[config.mk]
export PLATFORM = sky130hd
export DESIGN_NAME = tt_capture
export DESIGN_NICKNAME = d
export VERILOG_FILES = /design/src/rtl/tt_capture.sv
export SDC_FILE = /design/constraint.sdc
export NUM_CORES = 1
export LEC_CHECK = 0
export ABC_CLOCK_PERIOD_IN_PS = 2950
export CAP_MARGIN = 10
export CORE_MARGIN = 3
export CORE_UTILIZATION = 54
export CTS_CLUSTER_DIAMETER = 40
export DETAILED_ROUTE_END_ITERATION = 12
export PLACE_DENSITY = 0.76
export SETUP_SLACK_MARGIN = 0.5
export SLEW_MARGIN = 20
export SYNTH_ARGS = -nofsm -noshare
export SYNTH_HDL_FRONTEND = slang
export SYNTH_SLANG_ARGS = --single-unit
[constraint.sdc]
create_clock -name clk -period 2.95 [get_ports clk]
set_input_delay 0.59 -clock clk [delete_from_list [all_inputs] [get_ports clk]]
set_output_delay 0.59 -clock clk [all_outputs]
set_load 0.02 [all_outputs]
[src/rtl/tt_capture.sv]
`default_nettype none
// ============================================================================
// Module   : tt_capture
// Purpose  : Sequential truth-table extractor for a small N_IN-input,
//            single-output combinational gate. Walks the stimulus through
//            every input combination. After each new vector it waits SETTLE
//            cycles, samples the gate output, and packs the results into a
//            2**N_IN-bit truth-table word.
// Revision : 1.0  initial release
//
// Parameters
//   N_IN    number of gate inputs (1..6); table width TW = 2**N_IN
//   SETTLE  wait cycles after each new stimulus before sampling (0..255)
//
// Ports
//   clk        in   system clock, rising edge
//   rst_n      in   asynchronous active-low reset
//   start      in   begin a capture (honoured only when idle)
//   abort      in   cancel a capture in progress / clear tt_valid when idle
//   stim       out  registered stimulus; stim[k] drives gate input k
//   dut_out    in   gate output, sampled directly (SETTLE covers propagation)
//   busy       out  high from accepted start until done or abort
//   done       out  one-cycle pulse when the table is complete
//   tt         out  truth table; bit i = dut_out observed with stim == i
//   tt_valid   out  high while tt holds a complete capture
//
// Optional feature (macro TT_CMP_EN)
//   tt_expect  in   reference table, sampled when the last vector is taken
//   match      out  1 when the completed table equals tt_expect
//   mismatch   out  per-bit difference between completed table and tt_expect
// ============================================================================
module tt_capture #(
    parameter int  N_IN   = 4,
    parameter int  SETTLE = 2,
    localparam int TW     = 2 ** N_IN
) (
    input  logic            clk,
    input  logic            rst_n,
    input  logic            start,
    input  logic            abort,
    output logic [N_IN-1:0] stim,
    input  logic            dut_out,
    output logic            busy,
    output logic            done,
    output logic [TW-1:0]   tt,
    output logic            tt_valid
`ifdef TT_CMP_EN
    ,
    input  logic [TW-1:0]   tt_expect,
    output logic            match,
    output logic [TW-1:0]   mismatch
`endif
);

    typedef enum logic [1:0] {
        S_IDLE = 2'd0,
        S_WAIT = 2'd1,
        S_DONE = 2'd2
    } state_t;

    localparam logic [7:0]    SETTLE_C = 8'(SETTLE);
    // idx carries one spare bit so the terminal vector never wraps to zero.
    localparam logic [N_IN:0] LAST_IDX = {1'b0, {N_IN{1'b1}}};

    state_t            state_q;
    logic [N_IN-1:0]   stim_q;
    logic              busy_q;
    logic              done_q;
    logic [TW-1:0]     tt_q;
    logic              tt_valid_q;
    logic [N_IN:0]     idx_q;
    logic [7:0]        cnt_q;
    logic [TW-1:0]     tt_d;
`ifdef TT_CMP_EN
    logic              match_q;
    logic [TW-1:0]     mismatch_q;
`endif

    // Table with the current sample folded in; on the terminal vector this
    // is the completed word, so the comparison can use it in the same edge.
    always_comb begin
        tt_d                     = tt_q;
        tt_d[idx_q[N_IN-1:0]]    = dut_out;
    end

    always_ff @(posedge clk or negedge rst_n) begin
        if (!rst_n) begin
            state_q    <= S_IDLE;
            stim_q     <= '0;
            busy_q     <= 1'b0;
            done_q     <= 1'b0;
            tt_q       <= '0;
            tt_valid_q <= 1'b0;
            idx_q      <= '0;
            cnt_q      <= '0;
`ifdef TT_CMP_EN
            match_q    <= 1'b0;
            mismatch_q <= '0;
`endif
        end else begin
            done_q <= 1'b0;
            case (state_q)
                S_IDLE: begin
                    if (abort) begin
                        tt_valid_q <= 1'b0;
`ifdef TT_CMP_EN
                        match_q    <= 1'b0;
                        mismatch_q <= '0;
`endif
                    end else if (start) begin
                        state_q    <= S_WAIT;
                        stim_q     <= '0;
                        idx_q      <= '0;
                        cnt_q      <= '0;
                        busy_q     <= 1'b1;
                        tt_valid_q <= 1'b0;
                        tt_q       <= '0;
`ifdef TT_CMP_EN
                        match_q    <= 1'b0;
                        mismatch_q <= '0;
`endif
                    end
                end

                S_WAIT, S_DONE: begin
                    if (abort) begin
                        // Partial table in tt is deliberately left in place.
                        state_q    <= S_IDLE;
                        stim_q     <= '0;
                        idx_q      <= '0;
                        cnt_q      <= '0;
                        busy_q     <= 1'b0;
                        tt_valid_q <= 1'b0;
`ifdef TT_CMP_EN
                        match_q    <= 1'b0;
                        mismatch_q <= '0;
`endif
                    end else if (state_q == S_DONE) begin
                        state_q <= S_IDLE;
                    end else if (cnt_q < SETTLE_C) begin
                        cnt_q <= cnt_q + 8'd1;
                    end else begin
                        tt_q <= tt_d;
                        if (idx_q != LAST_IDX) begin
                            idx_q  <= idx_q + 1'b1;
                            stim_q <= idx_q[N_IN-1:0] + 1'b1;
                            cnt_q  <= '0;
                        end else begin
                            state_q    <= S_DONE;
                            done_q     <= 1'b1;
                            busy_q     <= 1'b0;
                            tt_valid_q <= 1'b1;
`ifdef TT_CMP_EN
                            mismatch_q <= tt_d ^ tt_expect;
                            match_q    <= (tt_d == tt_expect);
`endif
                        end
                    end
                end

                default: state_q <= S_IDLE;
            endcase
        end
    end

    assign stim     = stim_q;
    assign busy     = busy_q;
    assign done     = done_q;
    assign tt       = tt_q;
    assign tt_valid = tt_valid_q;
`ifdef TT_CMP_EN
    assign match    = match_q;
    assign mismatch = mismatch_q;
`endif

endmodule
`default_nettype wire

==> impl_metrics.json <==
{
  "cpMaxStageDelayCell": "sky130_fd_sc_hd__clkdlybuf4s50_1",
  "worstPathArrival_ps": 2520,
  "antenna_violating_nets_post_route": 0,
  "largest_net_degree_at_the_start_of_global_routing": 35,
  "placement.setup.worst_slack_ps": 138,
  "timing.final.ws_setup_ps": 615,
  "area_delta_synth_final_pct": 20.8,
  "timing.final.setup_violations": 0,
  "critical_path_class": "input pin to flop",
  "wirelength_um": 4740,
  "num_rows": 21,
  "static-leakage-power_nw": 1.02,
  "syn_area_per_cell_um2": 10.3,
  "cp_max_fo": 10,
  "multi_input_area_mm2": 0.00106,
  "via_count_of_the_first_global_routing_pass": 1601,
  "globalRouteOverflowTotal": 0,
  "hpwlAfterDp_um": 3390,
  "maxClockFrequency_mhz": 428,
  "drtIter0Drc": 191,
  "fp.dieH_um": 66.9,
  "critPathBufInv": 2,
  "num_antenna_cells": 0,
  "clkLatencyLatePin_ps": 290,
  "fraction_of_layout_instances_using_a_drive_strength_above_1_pct": 11.6,
  "critPathLaunchType": "input pin",
  "finalMaxSlewViolations": 0,
  "residual_drc_count": 0,
  "final.period_utilization_pct": 79.2,
  "critical-path-max-stage-delay_ps": 570,
  "finalClockSkew_ps": 6.62,
  "synthesis.nets": 210,
  "finalWorstPathRequiredPeriod_ps": 2340,
  "global_route.usage.total_pct": 24.1,
  "worst_pin_slew_ps": 716,
  "synth_flop_cell": "sky130_fd_sc_hd__dfrtp_1",
  "fin_hold_ws_ps": 510,
  "post_drt_wl_per_cell_um": 17.6,
  "crit_chain": "clkdlybuf4s50_1, nand2b_2, a2111oi_4, buf_4, o22ai_1, a22o_1",
  "hold_path.class": "flop to flop",
  "clockBufferDepth": 2,
  "global_route_wire_length_before_repair_um": 8050,
  "firstDrtPassIters": 5,
  "cts_tree": "done",
  "nNetsFinal": 238,
  "dr_total_vias": 1741,
  "area_taken_by_flip_flops_and_latches_um2": 851,
  "cts_max_level": 2,
  "tritoncts_num_sinks": 34,
  "tns_ps": 0,
  "cts_buffers": 5,
  "async_flop_share_pct": 100,
  "synth-edff-count": 0,
  "die-area_mm2": 0.00448,
  "synth_sequential_area_ratio_pct": 42.4,
  "hold_viol": 0,
  "initial_antenna_violation_count": 0,
  "vias_per_cell": 6.45,
  "ys.warnings.count": 0,
  "port_buffers": 27,
  "run_status": "completed",
  "cp_data_required_time_ps": 3130,
  "grt_setup_unrepaired": "false",
  "critical-path-top-delay-family": "compound AO/OA/AOI/OAI gates",
  "synth.top_cell.area_share_pct": 42.4,
  "yosys-top-cells-area": "sky130_fd_sc_hd__dfrtp_1 42%, sky130_fd_sc_hd__a32o_1 7.5%, sky130_fd_sc_hd__ha_1 6.2%, sky130_fd_sc_hd__nand3_1 3.2%, sky130_fd_sc_hd__and3_1 2.2%",
  "core-area_mm2": 0.00344,
  "power_density_mw_per_mm2": 633,
  "vdd.ir_drop.worst_v": 0.000377,
  "element_type_at_the_critical_path_end": "flop",
  "floorplan.initialDensity_pct": 58.2,
  "cap_viol_max_count": 0,
  "syn-cell-area_mm2": 0.00200,
  "clk_root_buf": "sky130_fd_sc_hd__clkbuf_8",
  "yosys.area.top_type": "sky130_fd_sc_hd__dfrtp_1",
  "chipWidth_um": 66.9,
  "filler_cell_count": 264,
  "yosys.cell_types.count": 48,
  "syn_inst": 195,
  "io_pins": 28,
  "postSynthRegisterBits": 34,
  "cts.clk_slew.worst_paths_ps": 70,
  "timing.max_slew.rel_slack_pct": 52.0,
  "gp_routability_congestion": 0.808
}
-- where the power goes --
group	switching (W)	internal [W]	total, W
sequential	0.0000290	0.000493	0.000522
clock	0.000169	0.000236	0.000405
combinational	0.000361	0.000246	0.000607
-- what timing repair did --
action	in CTS	in global routing
cloned	0	0
setup buffers	2	2
endpoints found under the setup margin	15	12
pin swaps	1	1
resized for setup	0	2
hold buffers	0	0
-- final timing paths --
check                      slack (ps)  cells after the start      from    endpoint
hold reg to reg                   510                      1  tt_valid    tt_valid
setup reg to reg                  640                      8   stim[0]    idx_q[3]
max in group asynchronous        1930                      2     rst_n      tt[10]
hold / removal                    510                      1  tt_valid    tt_valid
min in group asynchronous         710                      2     rst_n  state_q[1]
setup / recovery                  610                      6     abort    idx_q[3]
-- metrics by stage --
step	total power (W)	cell area, µm²	util [%]	std cells
after floorplan	0.000950	2000	-	195
after global routing	0.00163	2420	70.3	270
final	0.00153	2420	70.3	270
after detailed placement	0.00106	2270	66.0	258
after CTS	0.00149	2400	69.6	268
after global placement	0.00104	2270	66.0	258
-- cell usage in the layout (no fill, tap or decap), types with 2 or more instances in the layout --
cell / Yosys / layout
sky130_fd_sc_hd__dfrtp_1: 34 / 34
sky130_fd_sc_hd__clkdlybuf4s50_1: 0 / 27
sky130_fd_sc_hd__a32o_1: 15 / 15
sky130_fd_sc_hd__nand3_1: 13 / 13
sky130_fd_sc_hd__inv_1: 10 / 10
sky130_fd_sc_hd__ha_1: 10 / 10
sky130_fd_sc_hd__nor2_1: 9 / 9
sky130_fd_sc_hd__nor3_1: 8 / 8
sky130_fd_sc_hd__clkbuf_8: 0 / 8
sky130_fd_sc_hd__and3_1: 7 / 7
sky130_fd_sc_hd__nor2b_1: 7 / 7
sky130_fd_sc_hd__a21oi_1: 7 / 7
sky130_fd_sc_hd__nand2b_1: 7 / 6
sky130_fd_sc_hd__nand2_1: 6 / 6
sky130_fd_sc_hd__and2_1: 5 / 5
sky130_fd_sc_hd__nand4_1: 5 / 5
sky130_fd_sc_hd__o21ai_0: 5 / 5
sky130_fd_sc_hd__buf_4: 4 / 5
sky130_fd_sc_hd__o22ai_1: 3 / 3
sky130_fd_sc_hd__o2bb2ai_1: 3 / 3
sky130_fd_sc_hd__nand2b_2: 1 / 2
sky130_fd_sc_hd__a31oi_1: 2 / 2
sky130_fd_sc_hd__o21a_1: 2 / 2
sky130_fd_sc_hd__mux2_2: 2 / 2
-- state kept, by name, summed over array words and instances (netlist names) --
name,flops
done,1
busy,1
tt,16
state_q,2
stim,3
cnt_q,8
idx_q,2
tt_valid,1
-- cell type report --
cell class                 count  share of cell area [%]
inverter                      10                    1.55
sequential                    34                    35.1
clock buffer                   8                    4.55
tap                           46                    2.38
timing repair buffer          32                    12.7
multi-input combinational    140                    43.7
-- cell families (layout without fill, tap and decap cells) --
logic type	after synthesis	after routing	synth area share (%)
adder cells (fa/ha/maj)	10	10	6.24
AND/OR/NAND/NOR	74	74	21.0
buffers and inverters	21	50	5.24
flip-flops	34	34	42.4
multiplexers	4	4	2.37
AO/OA/AOI/OAI	52	52	22.7
-- cell usage after synthesis (all sizes together), types with 7 or more instances --
| cell | instances |
|---|---|
| dfrtp | 34 |
| a32o | 15 |
| nand3 | 13 |
| ha | 10 |
| inv | 10 |
| nor2 | 9 |
| buf | 8 |
| nand2b | 8 |
| nor3 | 8 |
| a21oi | 7 |
| and3 | 7 |
| nor2b | 7 |
-- per-layer routing --
| layer | wire length, µm | vias up | GRT usage (%) |
|---|---|---|---|
| met2 | 2340 | 76 | 37.9 |
| met5 | 0 | - | 0 |
| met3 | 272 | 9 | 4.72 |
| met1 | 2060 | 860 | 33.7 |
| li1 | - | 796 | - |
| met4 | 74 | 0 | 6.84 |
Power figures use the tool's default switching activity.
==> RTL edit 1, RTL diff (config.mk and constraints unchanged) <==
Re-encode `state_t` (3 states) as one-hot, 3 bits wide.
--- a/src/rtl/tt_capture.sv
+++ b/src/rtl/tt_capture.sv
@@ -53,8 +53,8 @@
 );
 
-    typedef enum logic [1:0] {
-        S_IDLE = 2'd0,
-        S_WAIT = 2'd1,
-        S_DONE = 2'd2
+    typedef enum logic [2:0] {
+        S_IDLE = 3'b001,
+        S_WAIT = 3'b010,
+        S_DONE = 3'b100
     } state_t;
 
Behaviour: no difference found for any inputs over 10 cycles, from zero or initial values and one cycle with rst_n low; not proved beyond that.
==> RTL edit 1 against the original RTL <==
  * Routed wire length is 8.6% lower
  * Via count fell by 4.6%
  * Setup slack better by 0.098 ns
  * Synthesized area shrank 2.6%
  * Cell area fell by 7.4%
  * Sequential cell count is 1 higher
  * Synthesized cell count grew 9.2%
  * Sequential share of layout area is 4.0 points higher
  * Core utilization fell by 4.7 points
  * Global-route usage decreased by 2.1 points
  * Largest cell class unchanged
Power is not compared: it rests on default switching activity, and its combinational part moved more than twofold at a synthesized area within 25%.
==> RTL edit 1: results (changes against the original RTL) <==
metric;value;unit;change
drtPass1Iterations;4;;was 5
clk_pin_slew;0.11;ns;was 0.07 ns
root_buffer;clkbuf_4;;was clkbuf_8
route.vias.total;1661;;was 1,741
place.gp.congestion;0.802;;was 0.808
status;finished clean;;unchanged
grt_max_degree;36;;was 35
synth.distinct_cells;43;;was 48
viasPerCell;6.00;;was 6.45
slowest_delay;0.44;ns;was 0.57 ns
cts_resized;1;;was 0
synth_fa_ha_area_frac;0.0384;;was 0.0624
grt_pass1_wl;7.39;mm;was 8.05 mm
critPathLaunch;stim[0];;was abort
dr_wl_met2;2.12;mm;was 2.34 mm
cts_setup_buffers;0;;was 2
hold_end;tt[1];;was tt_valid
cp_data_arrival_time;2.50;ns;was 2.52 ns
drtIter0Drc;152;;was 191
finalNetCount;241;;was 238
leakagePower;0.966;nW;
clkLatencyLatePin;0.34;ns;was 0.29 ns
hp-start;tt[1];;was tt_valid
synthArstFlopShare;1.00;;unchanged
crit_type;reg -> reg;;was in -> reg
wl_met3;196;um;was 272 um
tightest_slew;0.603;ns;was 0.716 ns
fill_cells;274;;was 264
synthTopCellsByCount;34 x dfrtp_1, 24 x o21ai_0, 22 x nand2_1;;was 34 x dfrtp_1, 15 x a32o_1, 13 x nand3_1
avgSynthCellArea;9.17;um^2;was 10.3 um^2
top_layer_used;met4;;unchanged
final.setup.worst_slack;0.712;ns;was 0.615 ns
path_max_fanout;9;;was 10
synthMuxAreaShare;0.0102;;was 0.0237
slowest_stage;dfrtp_1;;was clkdlybuf4s50_1
grt_use_total;0.221;;was 0.241
synth_xor_area_frac;0.00897;;was 0
wl_met1;1.98;mm;was 2.06 mm
hold_class;reg -> reg;;unchanged
r2r_slack;0.71;ns;was 0.64 ns
synth_compound_area_frac;0.231;;was 0.227
worstReg2RegEnd;cnt_q[4];;was idx_q[3]
drive_above_1_share;0.104;;was 0.116
netlist_top_cells_area;dfrtp_1 44%, o21ai_0 6.1%, nand2_1 4.2%;;was dfrtp_1 42%, a32o_1 7.5%, ha_1 6.2%
ir_drop;0.236;mV;
dpl.hpwl;3.04;mm;was 3.39 mm
placed_cells;267;;was 258
synth-seq-area-share;0.449;;was 0.424
routed_wl;4.34;mm;was 4.74 mm
antenna_found_initial;0;;unchanged
place_ws;0.467;ns;was 0.138 ns
whs_path_depth;2;;was 1
skew;0.00909;ns;was 0.00662 ns
yosys_warnings;0;;unchanged
grt_pass1_vias;1568;;was 1,601
placed_area;2170;um^2;was 2270 um^2
fin_hold_ws;0.520;ns;was 0.510 ns
synthesis.nets;224;;was 210
-- RTL edit 1: cell count changes after synthesis, moves of 5 or more --
| cell | change |
|---|---|
| o21ai_0 | +19 |
| nand2_1 | +16 |
| a32o_1 | -15 |
| o21ai_1 | +12 |
| a21oi_1 | +8 |
| nand3_1 | -8 |
| nor2_1 | +6 |
| buf_1 | +5 |
-- RTL edit 1: cell families (layout without fill, tap and decap cells) --
| group | Yosys count | count (layout) |
|---|---|---|
| flops | 35 | 35 |
| fa+ha+maj | 6 | 6 |
| mux | 2 | 2 |
| compound gates | 73 | 73 |
| buf+inv | 27 | 45 |
| simple gates | 68 | 68 |
| xor+xnor | 2 | 2 |
-- RTL edit 1: cell type report --
cell class,count,area (um^2),share of cell area
repair buffers,31,300,0.134
clock buffers,6,41.3,0.0184
well taps,46,57.6,0.0257
multi-input cells,151,931,0.415
inverters,6,22.5,0.0100
flip-flops and latches,35,877,0.391
clock inverters,2,12.5,0.00558
-- RTL edit 1: critical path: cells and delay by family, from the launching register on --
| kind | cells | cell delay [ns] |
|---|---|---|
| AO/OA/AOI/OAI | 1 | 0.28 |
| flip-flops | 1 | 0.44 |
| adder cells (fa/ha/maj) | 2 | 0.58 |
| buffers and inverters | 1 | 0.18 |
| AND/OR/NAND/NOR | 4 | 0.70 |
-- RTL edit 1: layer usage --
metal	global-route usage	vias to the layer above
met4	0.0685	0
met2	0.347	49
met5	0	-
met3	0.0510	4
li1	-	785
met1	0.301	823
-- RTL edit 1: where the power goes --
part           switching (W)  internal, W  total [W]
sequential        0.00000991     0.000487   0.000497
combinational      0.0000524    0.0000328  0.0000851
clock               0.000165    0.0000919   0.000257
==> RTL edit 2, RTL diff (config.mk and constraints unchanged) <==
Without the edit above. Change the parameter `N_IN` from 4 to 6.
--- a/src/rtl/tt_capture.sv
+++ b/src/rtl/tt_capture.sv
@@ -31,5 +31,5 @@
 // ============================================================================
 module tt_capture #(
-    parameter int  N_IN   = 4,
+    parameter int  N_IN   = 6,
     parameter int  SETTLE = 2,
     localparam int TW     = 2 ** N_IN
Interface: changed (resized stim and tt); port bits go from 28 to 78. The function was not compared with the original's and may differ.
==> RTL edit 2 against the original RTL <==
  * Non-clock buffer count increased by 49
  * Total power increased by 70%
  * Cell area increased by 100%
  * Synthesized area increased by 95%
  * Maximum frequency increased by 2.5%
  * Setup slack improved by 0.057 ns
  * Sequential cell count increased by 50
  * Routed wire length increased by 110%
  * Final cell count increased by 99%
  * Sequential power increased by 130%
  * Critical endpoint is now tt[46]
  * Largest cell class is now sequential cells
==> RTL edit 2: results (changes against the original RTL) <==
metric;value;unit;change
synth_fa_ha_area_frac;0.0192;;was 0.0624
r2r_cells;5;;was 8
route.vias.total;3375;;was 1,741
placed_cells;522;;was 258
clk_pin_slew;0.09;ns;was 0.07 ns
skew;0.00622;ns;was 0.00662 ns
root_buffer;clkbuf_8;;unchanged
leakagePower;1.96;nW;was 1.02 nW
post_drt_wl_per_cell;18.6;um;was 17.6 um
synthesis.nets;386;;was 210
clkLatencyLatePin;0.34;ns;was 0.29 ns
htreeDepth;3;;was 2
grt_pass1_vias;3079;;was 1,601
largest_reg_flops;64;;was 16
hold_class;in -> async;;was reg -> reg
synth.distinct_cells;49;;was 48
status;finished clean;;unchanged
ir_drop;0.324;mV;was 0.377 mV
cp_data_arrival_time;2.49;ns;was 2.52 ns
drive_above_1_share;0.0747;;was 0.116
routed_wl;9.99;mm;was 4.74 mm
rows;30;;was 21
critPathLaunch;stim[3];;was abort
finalNetCount;448;;was 238
synthCells;375;;was 195
path_max_fanout;11;;was 10
dpl.hpwl;6.66;mm;was 3.39 mm
synth-seq-area-share;0.537;;was 0.424
synthMuxAreaShare;0.00863;;was 0.0237
place.gp.congestion;0.829;;was 0.808
yosys_warnings;0;;unchanged
numCtsBuffers;9;;was 5
netlist_top_cells_area;dfrtp_1 54%, o211ai_1 12%, o21ai_1 7.7%;;was dfrtp_1 42%, a32o_1 7.5%, ha_1 6.2%
synthArstFlopShare;1.00;;unchanged
drtIter0Drc;214;;was 191
endpoint;tt[46];;was idx_q[3]
r2r_slack;0.67;ns;was 0.64 ns
cts_resized;0;;unchanged
cts_setup_buffers;0;;was 2
synth_xor_area_frac;0;;unchanged
synth_compound_area_frac;0.289;;was 0.227
grt_pass1_wl;16.1;mm;was 8.05 mm
grt_max_degree;85;;was 35
portBuffers;77;;was 27
synthTopCellsByCount;84 x dfrtp_1, 65 x o211ai_1, 60 x o21ai_1;;was 34 x dfrtp_1, 15 x a32o_1, 13 x nand3_1
slew_headroom;0.461;;was 0.520
grt_use_total;0.243;;was 0.241
==> RTL edit 2: logic make-up (layout without fill, tap and decap cells) <==
group / count (synthesis) / count (layout)
buffers and inverters: 36 / 103
flip-flops: 84 / 84
adder cells (fa/ha/maj): 6 / 6
AND/OR/NAND/NOR: 76 / 76
multiplexers: 3 / 3
AO/OA/AOI/OAI: 170 / 170
==> RTL edit 2: power breakdown <==
| part | switching [W] | internal [W] | total (W) |
|---|---|---|---|
| clock network | 0.000414 | 0.000479 | 0.000893 |
| logic | 0.000341 | 0.000167 | 0.000508 |
| registers | 0.0000303 | 0.00118 | 0.00121 |
| total | 0.000785 | 0.00182 | 0.00261 |
==> RTL edit 2: through the flow <==
| stage | setup WS (ns) | instance area (um^2) |
|---|---|---|
| 2_1_floorplan | 0.959 | 3920 |
| 3_3_place_gp | 0.320 | 4700 |
| 3_5_place_dp | 0.228 | 4700 |
| 4_1_cts | 0.543 | 4920 |
| 5_1_grt | 0.516 | 4930 |
| 6_report | 0.672 | 4930 |
==> RTL edit 2: final cells by class <==
type / count / area, um^2
clock buffer: 10 / 128
clock inverter: 6 / 87.6
fill: 546 / 1970
inverter: 6 / 22.5
multi-input combinational: 255 / 1660
sequential: 84 / 2100
tap: 96 / 120
timing repair buffer: 81 / 815
==> RTL edit 2: per-layer routing <==
metal | up-vias | track usage | wire [um] | part of all wire
li1 | 1548 | - | - | -
met1 | 1663 | 0.362 | 4490 | 0.45
met2 | 150 | 0.369 | 4740 | 0.47
met3 | 14 | 0.0365 | 638 | 0.064
met4 | 0 | 0.0704 | 120 | 0.012
met5 | - | 0 | 0 | 0
==> RTL edit 2: worst min path at each step <==
stage,from,end,slack [ns],cells past startpoint
after detailed placement,busy,busy,0.48,1
after floorplan,rst_n,busy,0.29,0
after global placement,busy,busy,0.49,1
after global routing,rst_n,tt[45],0.34,1
final,rst_n,tt[41],0.27,1
after CTS,rst_n,tt[41],0.46,1
==> RTL edit 2: critical path, cell delays in order (launching register included) <==
cell	delay [ns]
dfrtp_1	0.58
inv_1	0.19
a2111oi_0	0.66
nand2_1	0.36
o211ai_1	0.26
o21ai_1	0.10
